**src/rtl/gcd_pkg.sv**
```systemverilog
// Shared types for the GCD job issuer: FSM state encoding, default width and job record.
package gcd_pkg;

  localparam int DATA_W_DEFAULT = 16;

  typedef enum logic [1:0] {
    IDLE    = 2'd0,
    ISSUE   = 2'd1,
    WAIT    = 2'd2,
    DELIVER = 2'd3
  } state_t;

  // Job record at the default width; wider builds carry the same {a, b} layout flattened.
  typedef struct packed {
    logic [DATA_W_DEFAULT-1:0] a;
    logic [DATA_W_DEFAULT-1:0] b;
  } job_t;

  function automatic logic is_bypass(input logic a_zero, input logic b_zero);
    return a_zero | b_zero;
  endfunction

endpackage

```
**src/rtl/gcd_job_fifo.sv**
```systemverilog
// Synchronous job FIFO with show-ahead head; pointers carry a wrap bit above the index.
module gcd_job_fifo
  import gcd_pkg::*;
#(
  parameter int WIDTH = 2 * DATA_W_DEFAULT,
  parameter int DEPTH = 4
) (
  input  logic             clk,
  input  logic             rst_n,
  input  logic             push,
  input  logic [WIDTH-1:0] wdata,
  input  logic             pop,
  output logic [WIDTH-1:0] head,
  output logic             full,
  output logic             empty
);

  localparam int AW = $clog2(DEPTH);

  logic [AW:0]      wr_ptr;
  logic [AW:0]      rd_ptr;
  logic [WIDTH-1:0] mem [DEPTH];
  logic             do_push;
  logic             do_pop;

  assign full    = (wr_ptr[AW] != rd_ptr[AW]) && (wr_ptr[AW-1:0] == rd_ptr[AW-1:0]);
  assign empty   = (wr_ptr == rd_ptr);
  assign do_push = push && !full;
  assign do_pop  = pop && !empty;
  assign head    = mem[rd_ptr[AW-1:0]];

  always_ff @(posedge clk or negedge rst_n) begin
    if (!rst_n) begin
      wr_ptr <= '0;
      rd_ptr <= '0;
    end else begin
      if (do_push) wr_ptr <= wr_ptr + 1'b1;
      if (do_pop)  rd_ptr <= rd_ptr + 1'b1;
    end
  end

  // Storage needs no reset: empty pointers hide stale contents.
  always_ff @(posedge clk) begin
    if (do_push) mem[wr_ptr[AW-1:0]] <= wdata;
  end

endmodule

```
**src/rtl/gcd_job_issuer.sv**
```systemverilog
// Queues GCD jobs, issues them one at a time to an external engine and delivers results in order.
// Optional watchdog on the engine wait is enabled by defining GCD_ISSUER_TIMEOUT_EN.
//
// state   | meaning
// IDLE    | waiting for a job at the FIFO head
// ISSUE   | one-cycle gcd_start with head operands
// WAIT    | engine busy; waiting for gcd_done (or watchdog)
// DELIVER | result held on out_* until out_ready
module gcd_job_issuer
  import gcd_pkg::*;
#(
  parameter int DATA_W  = DATA_W_DEFAULT,
  parameter int DEPTH   = 4,
  parameter int TIMEOUT = 64
) (
  input  logic              clk,
  input  logic              rst_n,
  input  logic              in_valid,
  output logic              in_ready,
  input  logic [DATA_W-1:0] in_a,
  input  logic [DATA_W-1:0] in_b,
  output logic              gcd_start,
  output logic [DATA_W-1:0] gcd_a,
  output logic [DATA_W-1:0] gcd_b,
  input  logic              gcd_done,
  input  logic [DATA_W-1:0] gcd_result,
  output logic              out_valid,
  input  logic              out_ready,
  output logic [DATA_W-1:0] out_a,
  output logic [DATA_W-1:0] out_b,
  output logic [DATA_W-1:0] out_gcd,
  output logic              busy,
  output logic              err_timeout
);

  state_t              state;
  state_t              state_nxt;
  logic [2*DATA_W-1:0] fifo_head;
  logic                fifo_full;
  logic                fifo_empty;
  logic                fifo_pop;
  logic [DATA_W-1:0]   head_a;
  logic [DATA_W-1:0]   head_b;
  logic                out_load;
  logic [DATA_W-1:0]   out_gcd_nxt;
  logic                engine_owned;

  gcd_job_fifo #(
    .WIDTH (2 * DATA_W),
    .DEPTH (DEPTH)
  ) u_fifo (
    .clk   (clk),
    .rst_n (rst_n),
    .push  (in_valid),
    .wdata ({in_a, in_b}),
    .pop   (fifo_pop),
    .head  (fifo_head),
    .full  (fifo_full),
    .empty (fifo_empty)
  );

  assign head_a = fifo_head[2*DATA_W-1:DATA_W];
  assign head_b = fifo_head[DATA_W-1:0];

  assign in_ready  = !fifo_full;
  assign busy      = !fifo_empty || (state != IDLE);
  assign out_valid = (state == DELIVER);
  assign gcd_start = (state == ISSUE);

  // The head is only popped once the engine finishes, so it doubles as the operand hold register.
  assign engine_owned = (state == ISSUE) || (state == WAIT);
  assign gcd_a        = engine_owned ? head_a : '0;
  assign gcd_b        = engine_owned ? head_b : '0;

`ifdef GCD_ISSUER_TIMEOUT_EN
  localparam int TW = $clog2(TIMEOUT + 1);

  logic [TW-1:0] tmo_cnt;
  logic          tmo_hit;
  logic          err_q;

  assign tmo_hit     = (state == WAIT) && !gcd_done && (tmo_cnt == '0);
  assign err_timeout = err_q;

  always_ff @(posedge clk or negedge rst_n) begin
    if (!rst_n) begin
      tmo_cnt <= '0;
      err_q   <= 1'b0;
    end else begin
      if (state == ISSUE) begin
        tmo_cnt <= TW'(TIMEOUT - 1);
      end else if ((state == WAIT) && (tmo_cnt != '0)) begin
        tmo_cnt <= tmo_cnt - 1'b1;
      end
      if (tmo_hit) err_q <= 1'b1;
    end
  end
`else
  assign err_timeout = 1'b0;
`endif

  always_ff @(posedge clk or negedge rst_n) begin
    if (!rst_n) begin
      state <= IDLE;
    end else begin
      state <= state_nxt;
    end
  end

  always_comb begin
    state_nxt   = state;
    fifo_pop    = 1'b0;
    out_load    = 1'b0;
    out_gcd_nxt = '0;
    case (state)
      IDLE: begin
        if (!fifo_empty) begin
          if (is_bypass(head_a == '0, head_b == '0)) begin
            // gcd(x,0) = x and gcd(0,0) = 0, so an OR of the operands is exact.
            state_nxt   = DELIVER;
            fifo_pop    = 1'b1;
            out_load    = 1'b1;
            out_gcd_nxt = head_a | head_b;
          end else begin
            state_nxt = ISSUE;
          end
        end
      end
      ISSUE: begin
        state_nxt = WAIT;
      end
      WAIT: begin
        if (gcd_done) begin
          state_nxt   = DELIVER;
          fifo_pop    = 1'b1;
          out_load    = 1'b1;
          out_gcd_nxt = gcd_result;
        end
`ifdef GCD_ISSUER_TIMEOUT_EN
        else if (tmo_hit) begin
          state_nxt   = DELIVER;
          fifo_pop    = 1'b1;
          out_load    = 1'b1;
          out_gcd_nxt = '0;
        end
`endif
      end
      DELIVER: begin
        if (out_ready) state_nxt = IDLE;
      end
      default: begin
        state_nxt = IDLE;
      end
    endcase
  end

  always_ff @(posedge clk or negedge rst_n) begin
    if (!rst_n) begin
      out_a   <= '0;
      out_b   <= '0;
      out_gcd <= '0;
    end else if (out_load) begin
      out_a   <= head_a;
      out_b   <= head_b;
      out_gcd <= out_gcd_nxt;
    end
  end

endmodule

```
**config.mk**
```make
export PLATFORM = sky130hd
export DESIGN_NAME = gcd_job_issuer
export DESIGN_NICKNAME = d
export VERILOG_FILES = /design/src/rtl/gcd_pkg.sv /design/src/rtl/gcd_job_fifo.sv /design/src/rtl/gcd_job_issuer.sv
export SDC_FILE = /design/constraint.sdc
export NUM_CORES = 1
export LEC_CHECK = 0
export CORE_MARGIN = 5
export CORE_UTILIZATION = 50
export CTS_CLUSTER_DIAMETER = 40
export DETAILED_ROUTE_END_ITERATION = 16
export MAX_ROUTING_LAYER = met4
export PLACE_DENSITY = 0.76
export SYNTH_ARGS = -nofsm -noshare
export SYNTH_HDL_FRONTEND = slang
export SYNTH_HIERARCHICAL = 1
export SYNTH_SLANG_ARGS = --single-unit
```
**constraint.sdc**
```tcl
create_clock -name clk -period 7.6 [get_ports clk]
set_clock_uncertainty 0.2 [all_clocks]
set_input_delay 1.52 -clock clk [delete_from_list [all_inputs] [get_ports clk]]
set_output_delay 1.52 -clock clk [all_outputs]
set_load 0.02 [all_outputs]
```
Yosys cells after proc, flatten, opt, wreduce, memory -nomap -nowiden
Memories as Yosys holds them, arrays and structs flattened.
Cells that the tools add are included.
Widths: inputs -> output; s select.
Cells by class
  bitwise logic cells: 2
  equal/unequal tests: 9
  reductions and logical operators: 12
  muxes and demuxes: 17
  $add $sub $neg: 2
Operators by type and width (number)
  $mux 16: 5
  $logic_not 16->1: 2
  $pmux 16 s2: 1
  $or 16x16->16: 1
  $mux 2: 4
  $pmux 2 s4: 1
  $add 3x1->3 const B: 2
  $mux 1: 5
  $eq 2x2->1 const B: 2
  $ne 2x2->1 const B: 2
  $eq 3x3->1: 1
  $logic_and 1x1->1: 3
  $reduce_and 3->1: 1
  $eq 2x1->1 const B: 1
  $eq 2x2->1: 1
  $logic_not 1->1: 2
  $logic_not 2->1: 1
  $logic_or 1x1->1: 2
  $ne 2x1->1 const B: 1
  $pmux 1 s2: 1
  $reduce_bool 2->1: 1
  $ne 1x1->1: 1
  $or 1x1->1: 1
Word-level totals
  bits in writable memories: 128
  word-level logic and storage cells: 49
  memories: 1
  output and inout bits: 85
  flip-flop bits (word level): 56
Memory list
  u_fifo.mem: depth 4, bits a word 32, rd ports 1, clocked after memory_dff 0, write ports 1, line gcd_job_fifo.sv:22  | logic [WIDTH-1:0] mem [DEPTH];

Longest topological paths before layout
Gate-level depths: netlist of the first run.
An unclocked memory read counts as a cell.
  depth after elaboration: 7
  mapped depth: 14

Cells and area by module
The synthesis of the first run kept the hierarchy.
Modules (own cells, without submodules)
  gcd_job_fifo: sequential area each 3993.8 um^2, cells an instance 219, area an instance 5138.7 um^2, instances 1
  gcd_job_issuer: sequential area each 1251.2 um^2, cells an instance 210, area an instance 2396.0 um^2, instances 1

Worst setup path after synthesis of the first run
OpenSTA, ideal clock, no wires.
  kind: register -> output
  from: register u_fifo.rd_ptr[0]
  to: output gcd_a[2]
  path buffers: 2
  data required time: 5.880 ns
  cell stages (with the launch flop): 5
  arrival: 1.453 ns
  slack: 4.427 ns
  cell sequence: dfrtp_1 -> buf_6 -> buf_4 -> mux4_2 -> and2_1
On the way
  word-level cells in the longest chain between the ends: 2
Ends and longest elaborated chain
  start, declared: line gcd_job_fifo.sv:21  | logic [AW:0] rd_ptr;
  start signal, assigned: line gcd_job_fifo.sv:38  | if (do_pop) rd_ptr <= rd_ptr + 1'b1;
  $mem_v2 4x32
  net fifo_head[18]: line gcd_job_issuer.sv:38  | logic [2*DATA_W-1:0] fifo_head;
  $mux 16: line gcd_job_issuer.sv:72  | assign gcd_a = engine_owned ? head_a : '0;
  end, declared: line gcd_job_issuer.sv:23  | output logic [DATA_W-1:0] gcd_a,
The timed path passes the listed nets, and every way through them passes these cells.

Worst setup path in the final report of the first run
  from: register state[0]
  to: output gcd_b[6]
On the way
  word-level cells in the longest chain between the ends: 3
  elaborated cells on any way between the ends: 4
  classes of those cells: eq/ne: 2; mux: 1; reduce/logical: 1
Ends and longest elaborated chain
  start, declared: line gcd_job_issuer.sv:36  | state_t state;
  start signal, assigned: line gcd_job_issuer.sv:106  | state <= state_nxt;
  $eq 2x1->1 or $eq 2x2->1 (tied branches): line gcd_job_issuer.sv:71  | assign engine_owned = (state == ISSUE) || (state == WAIT);
  $logic_or 1x1->1 *: line gcd_job_issuer.sv:71
  $mux 16 *: line gcd_job_issuer.sv:73  | assign gcd_b = engine_owned ? head_b : '0;
  end, declared: line gcd_job_issuer.sv:24  | output logic [DATA_W-1:0] gcd_b,
Mark *: on every way between the ends. The rest lies on a longest branch, timed or not.

==> flow_metrics.env, run 1 <==
export IMPL_outcome="completed"
export IMPL_clkLatencyLatePin_ns=0.42
export IMPL_crit_family="adder cells"
export IMPL_arrival_ns=2.80
export IMPL_cp_start_kind="flip-flop"
export IMPL_ys_warn_count=6
export IMPL_rows=44
export IMPL_hold_path_class="reg -> reg"
export IMPL_fin_util_pct=65.6
export IMPL_dpl_cell_count=734
export IMPL_grt_max_degree=57
export IMPL_dr_pass1_iters=5
export IMPL_synthToLayoutAreaGrowth_pct=27.5
export IMPL_netlist_instances=429
export IMPL_ys_flop_type="edfxtp_1"
export IMPL_max_stage_delay_ns=0.96
export IMPL_final_common_cell="clkdlybuf4s50_1"
export IMPL_syn_nets=491
export IMPL_fmax_ghz=0.221
export IMPL_switching_share_pct=35.8
export IMPL_ctsHoldBuffers=0
export IMPL_io_buffers=136
export IMPL_fin_crit_sh_pct=59.5
export IMPL_finalPower_mw=4.40
export IMPL_grt_overflow_total=0
export IMPL_core_area_um2=14600
export IMPL_vias=4408
export IMPL_synth_top_family_by_area="multiplexers"
export IMPL_drive_gt1_share_pct=18.4
export IMPL_post_cts_setup_buffer_count=0
export IMPL_fin_cells=766
export IMPL_worstPathMaxFanout=33
export IMPL_io_pins=138
export IMPL_slew_headroom_pct=32.2
export IMPL_ant_nets=0
export IMPL_track_usage_pct=21.2
export IMPL_yosys_area_share_simple_pct=7.07
export IMPL_tightestPinTransition_ns=1.02
export IMPL_regToRegStartpoint="u_fifo/rd_ptr[1]"
export IMPL_hpwl_mm=11.8
export IMPL_grt_pass1_wl_mm=27.3
export IMPL_crit_chain="inv_1 > ha_1 > and2_1 > clkdlybuf4s50_1"
export IMPL_internal_power_mw=2.83
export IMPL_diodes=0
export IMPL_avgSynthCellArea_um2=17.6
export IMPL_initial_utilization_pct=51.5
export IMPL_cp_endpoint="gcd_b[6]"
export IMPL_cp_data_required_time_ns=5.88
export IMPL_cts_max_level=4
export IMPL_async_flop_share_pct=30.4
export IMPL_synth_seq_area_share_pct=69.6
export IMPL_synth_compound_area_share_pct=3.82
export IMPL_dpl_cell_area_um2=9030
export IMPL_cts_resized=0
export IMPL_syn_area_um2=7530
export IMPL_p_per_area_nw_per_um2=458
export IMPL_pwr_share_seq_pct=34.5
export IMPL_cts_tree="built"
export IMPL_synth_edff_count=128
export IMPL_design_area_um2=9610
export IMPL_p_sw_mw=1.57
export IMPL_clockBufferDepth=2
export IMPL_min_period_ns=4.52
export IMPL_holdWs_ns=0.303
export IMPL_synth_mux_area_share_pct=14.3
export IMPL_rsz0062_at_grt="false"
export IMPL_cp_startpoint="state[0]"
export IMPL_fin_tns_setup_ns=0
export IMPL_cp_slowest_cell="ha_1"
export IMPL_nets=631
export IMPL_routedWlPerCell_um=23.1
export IMPL_max_vdd_ir_drop_mv=0.245
export IMPL_crit_buf_inv=2
export IMPL_p_comb_share_pct=46.1
export IMPL_grt_pass1_vias=4594
export IMPL_p_leak_nw=3.49
export IMPL_gp_congestion=0.828
export IMPL_ff2ff_setup_slack_ns=3.45
export IMPL_r2r_end="u_fifo/rd_ptr[1]"
export IMPL_first_iter_violations=361
export IMPL_cts_buffers=17
export IMPL_setup_viol=0
export IMPL_drv_cap=0
export IMPL_clock_sinks=184
export IMPL_root_buffer="clkbuf_16"
export IMPL_synth_fa_ha_area_share_pct=1.49
export IMPL_antenna_found_initial=0
export IMPL_die_area_um2=17600
export IMPL_routed_via_density=5.75
export IMPL_clk_pin_slew_ns=0.06
export IMPL_finalHoldViolCount=0
export IMPL_synth_xor_area_share_pct=1.11
export IMPL_final_cell_mix="clkdlybuf4s50_1, edfxtp_1, dfrtp_1"
export IMPL_dieWidth_um=133
export IMPL_finalWorstSetupSlack_ns=3.08
export IMPL_wl_mm=17.7
export IMPL_n_fill_cell=1010
export IMPL_cp_end_kind="primary output"
export IMPL_drc=0
export IMPL_path_depth=4
export IMPL_p_clk_share_pct=19.4
export IMPL_die_y_um=133
export IMPL_ys_ff_latch=184
export IMPL_criticalPathCategory="reg -> out"
export IMPL_yosysUniqueCellTypes=37
export IMPL_preCtsSetupSlack_ns=3.53
export IMPL_slew_violations=0
export IMPL_reg2reg_depth=10
==> registers in the layout, summed over array words and instances, names as in the netlist <==
name,count
out_b,16
u_fifo/rd_ptr,3
out_a,16
state,2
u_fifo/wr_ptr,3
out_gcd,16
u_fifo/mem,128
==> layout make-up <==
type	instances	area (um2)	area share [%]
Sequential cell	184	5250	54.6
Clock inverter	7	93.8	0.977
Inverter	11	41.3	0.430
Multi-Input combinational cell	212	2100	21.9
Timing Repair Buffer	143	1410	14.7
Tap cell	184	230	2.40
Clock buffer	25	485	5.05
==> cells by family after synthesis <==
| group | after synthesis |
|---|---|
| AOI/OAI and AO/OA | 31 |
| muxes | 64 |
| DFF | 184 |
| xor gates and xnor gates | 7 |
| other | 1 |
| and+or+nand+nor | 100 |
| adders and majority gates | 9 |
| buffers and inverters | 33 |
==> power by group through the flow <==
| stage | registers (mW) | logic (mW) | clock network, mW |
|---|---|---|---|
| 2_1_floorplan | 1.66 | 1.07 | 0 |
| 3_3_place_gp | 1.52 | 2.01 | 0 |
| 3_5_place_dp | 1.53 | 2.04 | 0 |
| 4_1_cts | 1.52 | 2.05 | 0.865 |
| 5_1_grt | 1.54 | 2.15 | 0.913 |
| 6_report | 1.52 | 2.03 | 0.856 |
==> routing by layer <==
layer | track usage (%) | part of all wire, % | vias up
met5 | - | 0 | -
met4 | 6.87 | 1.8 | 0
met3 | 3.64 | 6.0 | 24
met2 | 34.2 | 50 | 197
met1 | 27.8 | 42 | 2260
li1 | - | - | 1927
==> how the worst min path moves through the flow <==
stage	start	endpoint	slack [ns]	cells past startpoint
2_1_floorplan	state[1]	state[1]	0.30	2
3_3_place_gp	out_a[7]	out_a[7]	0.29	1
3_5_place_dp	out_a[11]	out_a[11]	0.29	1
4_1_cts	out_a[11]	out_a[11]	0.31	1
5_1_grt	out_gcd[7]	out_gcd[7]	0.32	1
6_report	out_a[11]	out_a[11]	0.30	1
==> cell usage after synthesis (3+ instances only) <==
cell	count	area, um2
clkbuf_1	5	18.8
nor4_1	8	50.1
buf_4	5	37.5
o21ai_0	3	15.0
dfrtp_1	56	1400
mux2_2	32	360
edfxtp_1	128	3840
nand3_1	3	15.0
inv_1	11	41.3
ha_1	9	113
mux4_2	32	721
buf_6	5	56.3
nand2_1	5	18.8
and2_1	37	231
nor2_1	36	135
buf_2	6	30.0
a21o_1	3	22.5
a221o_1	16	160
Note: power is estimated with default switching activity, not from simulation.
==> run 2: changes to the inputs <==
Clock period 7.6 ns to 4.5 ns, I/O delays scaled along.
==> flow_metrics.env, run 2 (same netlist as run 1, synthesis figures left out) <==
export IMPL_cp_data_required_time_ns=4.63
export IMPL_final_common_cell="clkdlybuf4s50_1"
export IMPL_reg2reg_depth=10
export IMPL_grt_overflow_total=0
export IMPL_io_buffers=136
export IMPL_r2r_end="u_fifo/rd_ptr[1]"
export IMPL_hpwl_mm=12.7
export IMPL_slew_headroom_pct=42.6
export IMPL_gp_congestion=0.810
export IMPL_first_iter_violations=313
export IMPL_whs_path_depth=1
export IMPL_grt_max_degree=50
export IMPL_io_pins=138
export IMPL_clk_pin_slew_ns=0.06
export IMPL_design_area_um2=9810
export IMPL_clock_sinks=184
export IMPL_drive_gt1_share_pct=19.0
export IMPL_p_leak_nw=3.58
export IMPL_min_period_ns=3.97
export IMPL_fmax_ghz=0.252
export IMPL_ant_nets=0
export IMPL_dpl_cell_area_um2=9090
export IMPL_final_cell_mix="clkdlybuf4s50_1, edfxtp_1, dfrtp_1"
export IMPL_outcome="completed"
export IMPL_dieWidth_um=133
export IMPL_initial_utilization_pct=51.5
export IMPL_post_cts_setup_buffer_count=0
export IMPL_multi_input_area_um2=2100
export IMPL_ctsHoldBuffers=0
export IMPL_root_buffer="clkbuf_16"
export IMPL_setup_viol=0
export IMPL_fin_cells=768
export IMPL_vias=4523
export IMPL_p_per_area_nw_per_um2=806
export IMPL_finalHoldViolCount=0
export IMPL_cts_buffers=17
export IMPL_rsz0062_at_grt="false"
export IMPL_slew_violations=0
export IMPL_diodes=0
export IMPL_n_fill_cell=977
export IMPL_die_y_um=133
export IMPL_core_area_um2=14600
export IMPL_die_area_um2=17600
export IMPL_regToRegStartpoint="u_fifo/rd_ptr[1]"
export IMPL_fin_tns_setup_ns=0
export IMPL_antenna_found_initial=0
export IMPL_tightestPinTransition_ns=0.861
export IMPL_clkLatencyLatePin_ns=0.43
export IMPL_fin_crit_sh_pct=88.2
export IMPL_cp_end_kind="flip-flop"
export IMPL_routedWlPerCell_um=24.4
export IMPL_max_vdd_ir_drop_mv=0.487
export IMPL_drc=0
export IMPL_cts_max_level=4
export IMPL_grt_pass1_vias=4824
export IMPL_drv_cap=0
export IMPL_nets=633
export IMPL_routed_via_density=5.89
export IMPL_hold_path_class="reg -> reg"
export IMPL_dr_pass1_iters=5
export IMPL_ff_latch_area_um2=5250
export IMPL_min_from="out_b[14]"
export IMPL_ff2ff_setup_slack_ns=0.53
export IMPL_dpl_cell_count=736
export IMPL_track_usage_pct=22.5
export IMPL_holdPathEnd="out_b[14]"
export IMPL_grt_pass1_wl_mm=28.6
export IMPL_worstPathMaxFanout=49
export IMPL_clockBufferDepth=2
export IMPL_cts_resized=0
export IMPL_cts_tree="built"
export IMPL_cp_start_kind="flip-flop"
export IMPL_largest_register_ffs=128
export IMPL_arrival_ns=4.10
export IMPL_synthToLayoutAreaGrowth_pct=30.2
export IMPL_rows=44
export IMPL_wl_mm=18.7
export IMPL_criticalPathCategory="reg -> reg"
[run 2: cell count changes in the layout (fill, tap and decap cells not counted), sizes merged]
cell and change:
bufinv +6, clkinvlp -1, clkinv -3, clkbuf -2, buf +2
[run 2: stage by stage]
step / total power [mW] / hold slack, ns / worst slack [ns] / utilization, %
after global routing: 8.23 / 0.329 / 0.309 / 67.0
after detailed placement: 6.14 / 0.295 / 0.635 / 62.1
after floorplan: 4.60 / 0.300 / 1.44 / -
final: 7.91 / 0.305 / 0.532 / 67.0
after global placement: 6.07 / 0.296 / 0.698 / 62.1
after CTS: 7.94 / 0.308 / 0.584 / 67.0
[run 2: worst max-delay path by stage]
stage                          start                to
global placement    u_fifo/rd_ptr[1]  u_fifo/rd_ptr[1]
detailed placement  u_fifo/rd_ptr[1]  u_fifo/rd_ptr[1]
global route        u_fifo/rd_ptr[1]  u_fifo/rd_ptr[1]
finish              u_fifo/rd_ptr[1]  u_fifo/rd_ptr[1]
CTS                 u_fifo/rd_ptr[1]  u_fifo/rd_ptr[2]
floorplan           u_fifo/rd_ptr[0]  u_fifo/rd_ptr[0]
[run 2: worst max-delay path, cell delays in order (launching register included)]
cell and delay, ns:
dfrtp_1 0.89, buf_12 0.27, mux4_2 0.29, nor4_1 0.08, and4_1 0.21, o21ai_2 0.59, and2_4 0.73, inv_1 0.20
nand2b_1 0.13, a21oi_1 0.05, nor3b_1 0.23
[run 2: metal layers]
metal / up-vias / track usage (%) / share of wire [%]
li1: 1923 / - / -
met1: 2333 / 28.8 / 40
met2: 240 / 36.3 / 51
met3: 27 / 4.52 / 7.0
met4: 0 / 7.51 / 1.9
met5: - / - / 0
[run 2: final cells by class]
type / instances / area share [%]
Multi-Input combinational cell: 212 / 21.4
Timing Repair Buffer: 145 / 15.0
Inverter: 11 / 0.421
Clock inverter: 9 / 2.50
Tap cell: 184 / 2.35
Clock buffer: 23 / 4.77
Sequential cell: 184 / 53.5
[run 2: report_power, final]
part           internal (mW)  leakage [nW]  total (mW)  switching [mW]
combinational           1.63          1.39        3.52            1.89
clock                   1.18         0.346        1.78           0.593
sequential              2.33          1.85        2.61           0.275
total                   5.15          3.58        7.91            2.76
==> run 3: changes to the inputs <==
Settings changed: SYNTH_HIERARCHICAL 1 to not set.
==> flow_metrics.env, run 3 <==
export IMPL_cts_tree="built"
export IMPL_worstPathMaxFanout=48
export IMPL_synth_edff_count=128
export IMPL_busiest_layer="met2"
export IMPL_outcome="completed"
export IMPL_use_met2_pct=35.5
export IMPL_drc=0
export IMPL_setup_viol=0
export IMPL_design_area_um2=9610
export IMPL_crit_buf_inv=1
export IMPL_io_buffers=136
export IMPL_clkLatencyLatePin_ns=0.43
export IMPL_crit_chain="buf_12 > mux4_1 > nor4_2 > nand4_1 > a211o_4 > nand2b_4 > mux2_2"
export IMPL_synth_most_common_cell="edfxtp_1"
export IMPL_synthTopCellsByArea="edfxtp_1, dfrtp_1, mux4_2"
export IMPL_hpwl_mm=12.2
export IMPL_fmax_ghz=0.251
export IMPL_root_buffer="clkbuf_16"
export IMPL_die_area_um2=17500
export IMPL_cp_slowest_cell="dfrtp_1"
export IMPL_grt_pass1_vias=4615
export IMPL_fin_crit_sh_pct=88.6
export IMPL_criticalPathCategory="reg -> reg"
export IMPL_tightestPinTransition_ns=0.944
export IMPL_rows=44
export IMPL_netlist_instances=423
export IMPL_max_stage_delay_ns=0.96
export IMPL_cts_resized=0
export IMPL_fin_cells=766
export IMPL_largest_register_ffs=128
export IMPL_track_usage_pct=21.3
export IMPL_synth_top_cell_area_share_pct=51.5
export IMPL_clock_sinks=184
export IMPL_final_common_cell="clkdlybuf4s50_1"
export IMPL_synth_seq_area_share_pct=70.3
export IMPL_met1_usage_pct=26.5
export IMPL_ctsHoldBuffers=0
export IMPL_n_fill_cell=990
export IMPL_final_cell_mix="clkdlybuf4s50_1, edfxtp_1, dfrtp_1"
export IMPL_dieWidth_um=132
export IMPL_grt_max_degree=57
export IMPL_vias=4390
export IMPL_dpl_cell_area_um2=9000
export IMPL_synth_common_cells="edfxtp_1, dfrtp_1, and2_1"
export IMPL_dr_pass1_iters=5
export IMPL_cp_end_kind="flip-flop"
export IMPL_arrival_ns=4.08
export IMPL_yosysUniqueCellTypes=35
export IMPL_min_period_ns=3.99
export IMPL_synth_top_cell_by_area="edfxtp_1"
export IMPL_drive_gt1_share_pct=18.6
export IMPL_antenna_found_initial=0
export IMPL_multi_input_area_um2=1980
export IMPL_cp_data_required_time_ns=4.60
export IMPL_ys_warn_count=0
export IMPL_grt_util_met3_pct=4.66
export IMPL_finalPower_mw=7.61
export IMPL_max_vdd_ir_drop_mv=0.418
export IMPL_cts_max_level=4
export IMPL_diodes=0
export IMPL_cp_start_kind="flip-flop"
export IMPL_dpl_cell_count=734
export IMPL_syn_area_um2=7460
export IMPL_clockBufferDepth=2
export IMPL_syn_nets=485
export IMPL_io_pins=138
export IMPL_synthToLayoutAreaGrowth_pct=28.9
export IMPL_gp_congestion=0.817
export IMPL_wl_mm=17.7
export IMPL_grt_pass1_wl_mm=27.5
export IMPL_finalHoldViolCount=0
export IMPL_drv_cap=0
export IMPL_ys_ff_latch=184
export IMPL_die_y_um=132
export IMPL_ff_latch_area_um2=5250
export IMPL_slew_violations=0
export IMPL_p_leak_nw=3.50
export IMPL_preCtsSetupSlack_ns=0.533
export IMPL_p_per_area_nw_per_um2=792
export IMPL_holdWs_ns=0.306
export IMPL_first_iter_violations=349
export IMPL_routed_via_density=5.73
export IMPL_async_flop_share_pct=30.4
export IMPL_crit_family="simple AND/OR/NAND/NOR gates"
export IMPL_grt_overflow_total=0
export IMPL_clk_pin_slew_ns=0.07
export IMPL_hold_path_class="reg -> reg"
export IMPL_fin_tns_setup_ns=0
export IMPL_ant_nets=0
export IMPL_core_area_um2=14600
export IMPL_routedWlPerCell_um=23.1
export IMPL_initial_utilization_pct=51.1
export IMPL_nets=631
export IMPL_slew_headroom_pct=37.1
export IMPL_rsz0062_at_grt="false"
export IMPL_finalWorstSetupSlack_ns=0.515
export IMPL_ys_flop_type="edfxtp_1"
export IMPL_cts_buffers=17
export IMPL_avgSynthCellArea_um2=17.6
export IMPL_fin_util_pct=65.9
export IMPL_post_cts_setup_buffer_count=0
-- run 3: cell types whose count changed after synthesis, sizes merged, moves of 3 or more --
| cell | change |
|---|---|
| a21o | -3 |
| a221o | -16 |
| a31oi | -4 |
| and2 | -4 |
| buf | -5 |
| clkbuf | +3 |
| inv | +12 |
| nand2 | +14 |
| nand3 | -3 |
| nor2 | -19 |
| o221ai | +15 |
-- run 3: worst paths after layout --
check                                  from               end  depth (start not counted)  slack [ns]
setup / recovery           u_fifo.rd_ptr[1]         out_a[12]                          7        0.51
hold / removal             u_fifo.wr_ptr[2]  u_fifo.wr_ptr[2]                          1        0.31
setup reg to reg           u_fifo.rd_ptr[1]         out_a[12]                          7        0.51
hold reg to reg            u_fifo.wr_ptr[2]  u_fifo.wr_ptr[2]                          1        0.31
max in group asynchronous             rst_n  u_fifo.rd_ptr[0]                          2        3.14
min in group asynchronous             rst_n          state[0]                          2        0.43
-- run 3: final cells by class --
class | count | area share (%)
Sequential cell | 184 | 54.6
Multi-Input combinational cell | 196 | 20.6
Timing Repair Buffer | 147 | 15.2
Clock buffer | 25 | 5.49
Tap cell | 184 | 2.40
Inverter | 23 | 0.898
Clock inverter | 7 | 0.833
-- run 3: power by group --
group	leakage [nW]	internal [mW]	switching (mW)	total, mW
Clock	0.293	0.881	0.606	1.49
Sequential	1.85	2.36	0.311	2.67
Combinational	1.36	1.61	1.84	3.45
-- run 3: routing by layer --
layer  wire [um]  vias up
met2        9360      189
li1            -     1905
met5           0        -
met3        1100       12
met4         195        0
met1        7060     2284
-- run 3: logic make-up (layout without fill, tap and decap cells) --
| kind of cell | after synthesis | in the layout | share of synthesized area, % |
|---|---|---|---|
| buf+inv | 43 | 202 | 3.19 |
| flops | 184 | 184 | 70.3 |
| fa+ha+maj | 9 | 9 | 1.51 |
| other cells | 1 | 1 | 0.0503 |
| simple gates | 88 | 88 | 6.34 |
| compound gates | 26 | 26 | 2.82 |
| xor+xnor | 7 | 7 | 0.822 |
| mux | 65 | 65 | 14.9 |
-- run 3: worst reg2reg max path: stages (launching register included) --
cell and delay (ns):
dfrtp_1 0.96, buf_12 0.26, mux4_1 0.42, nor4_2 0.37, nand4_1 0.19, a211o_4 0.49, nand2b_4 0.55, mux2_2 0.42
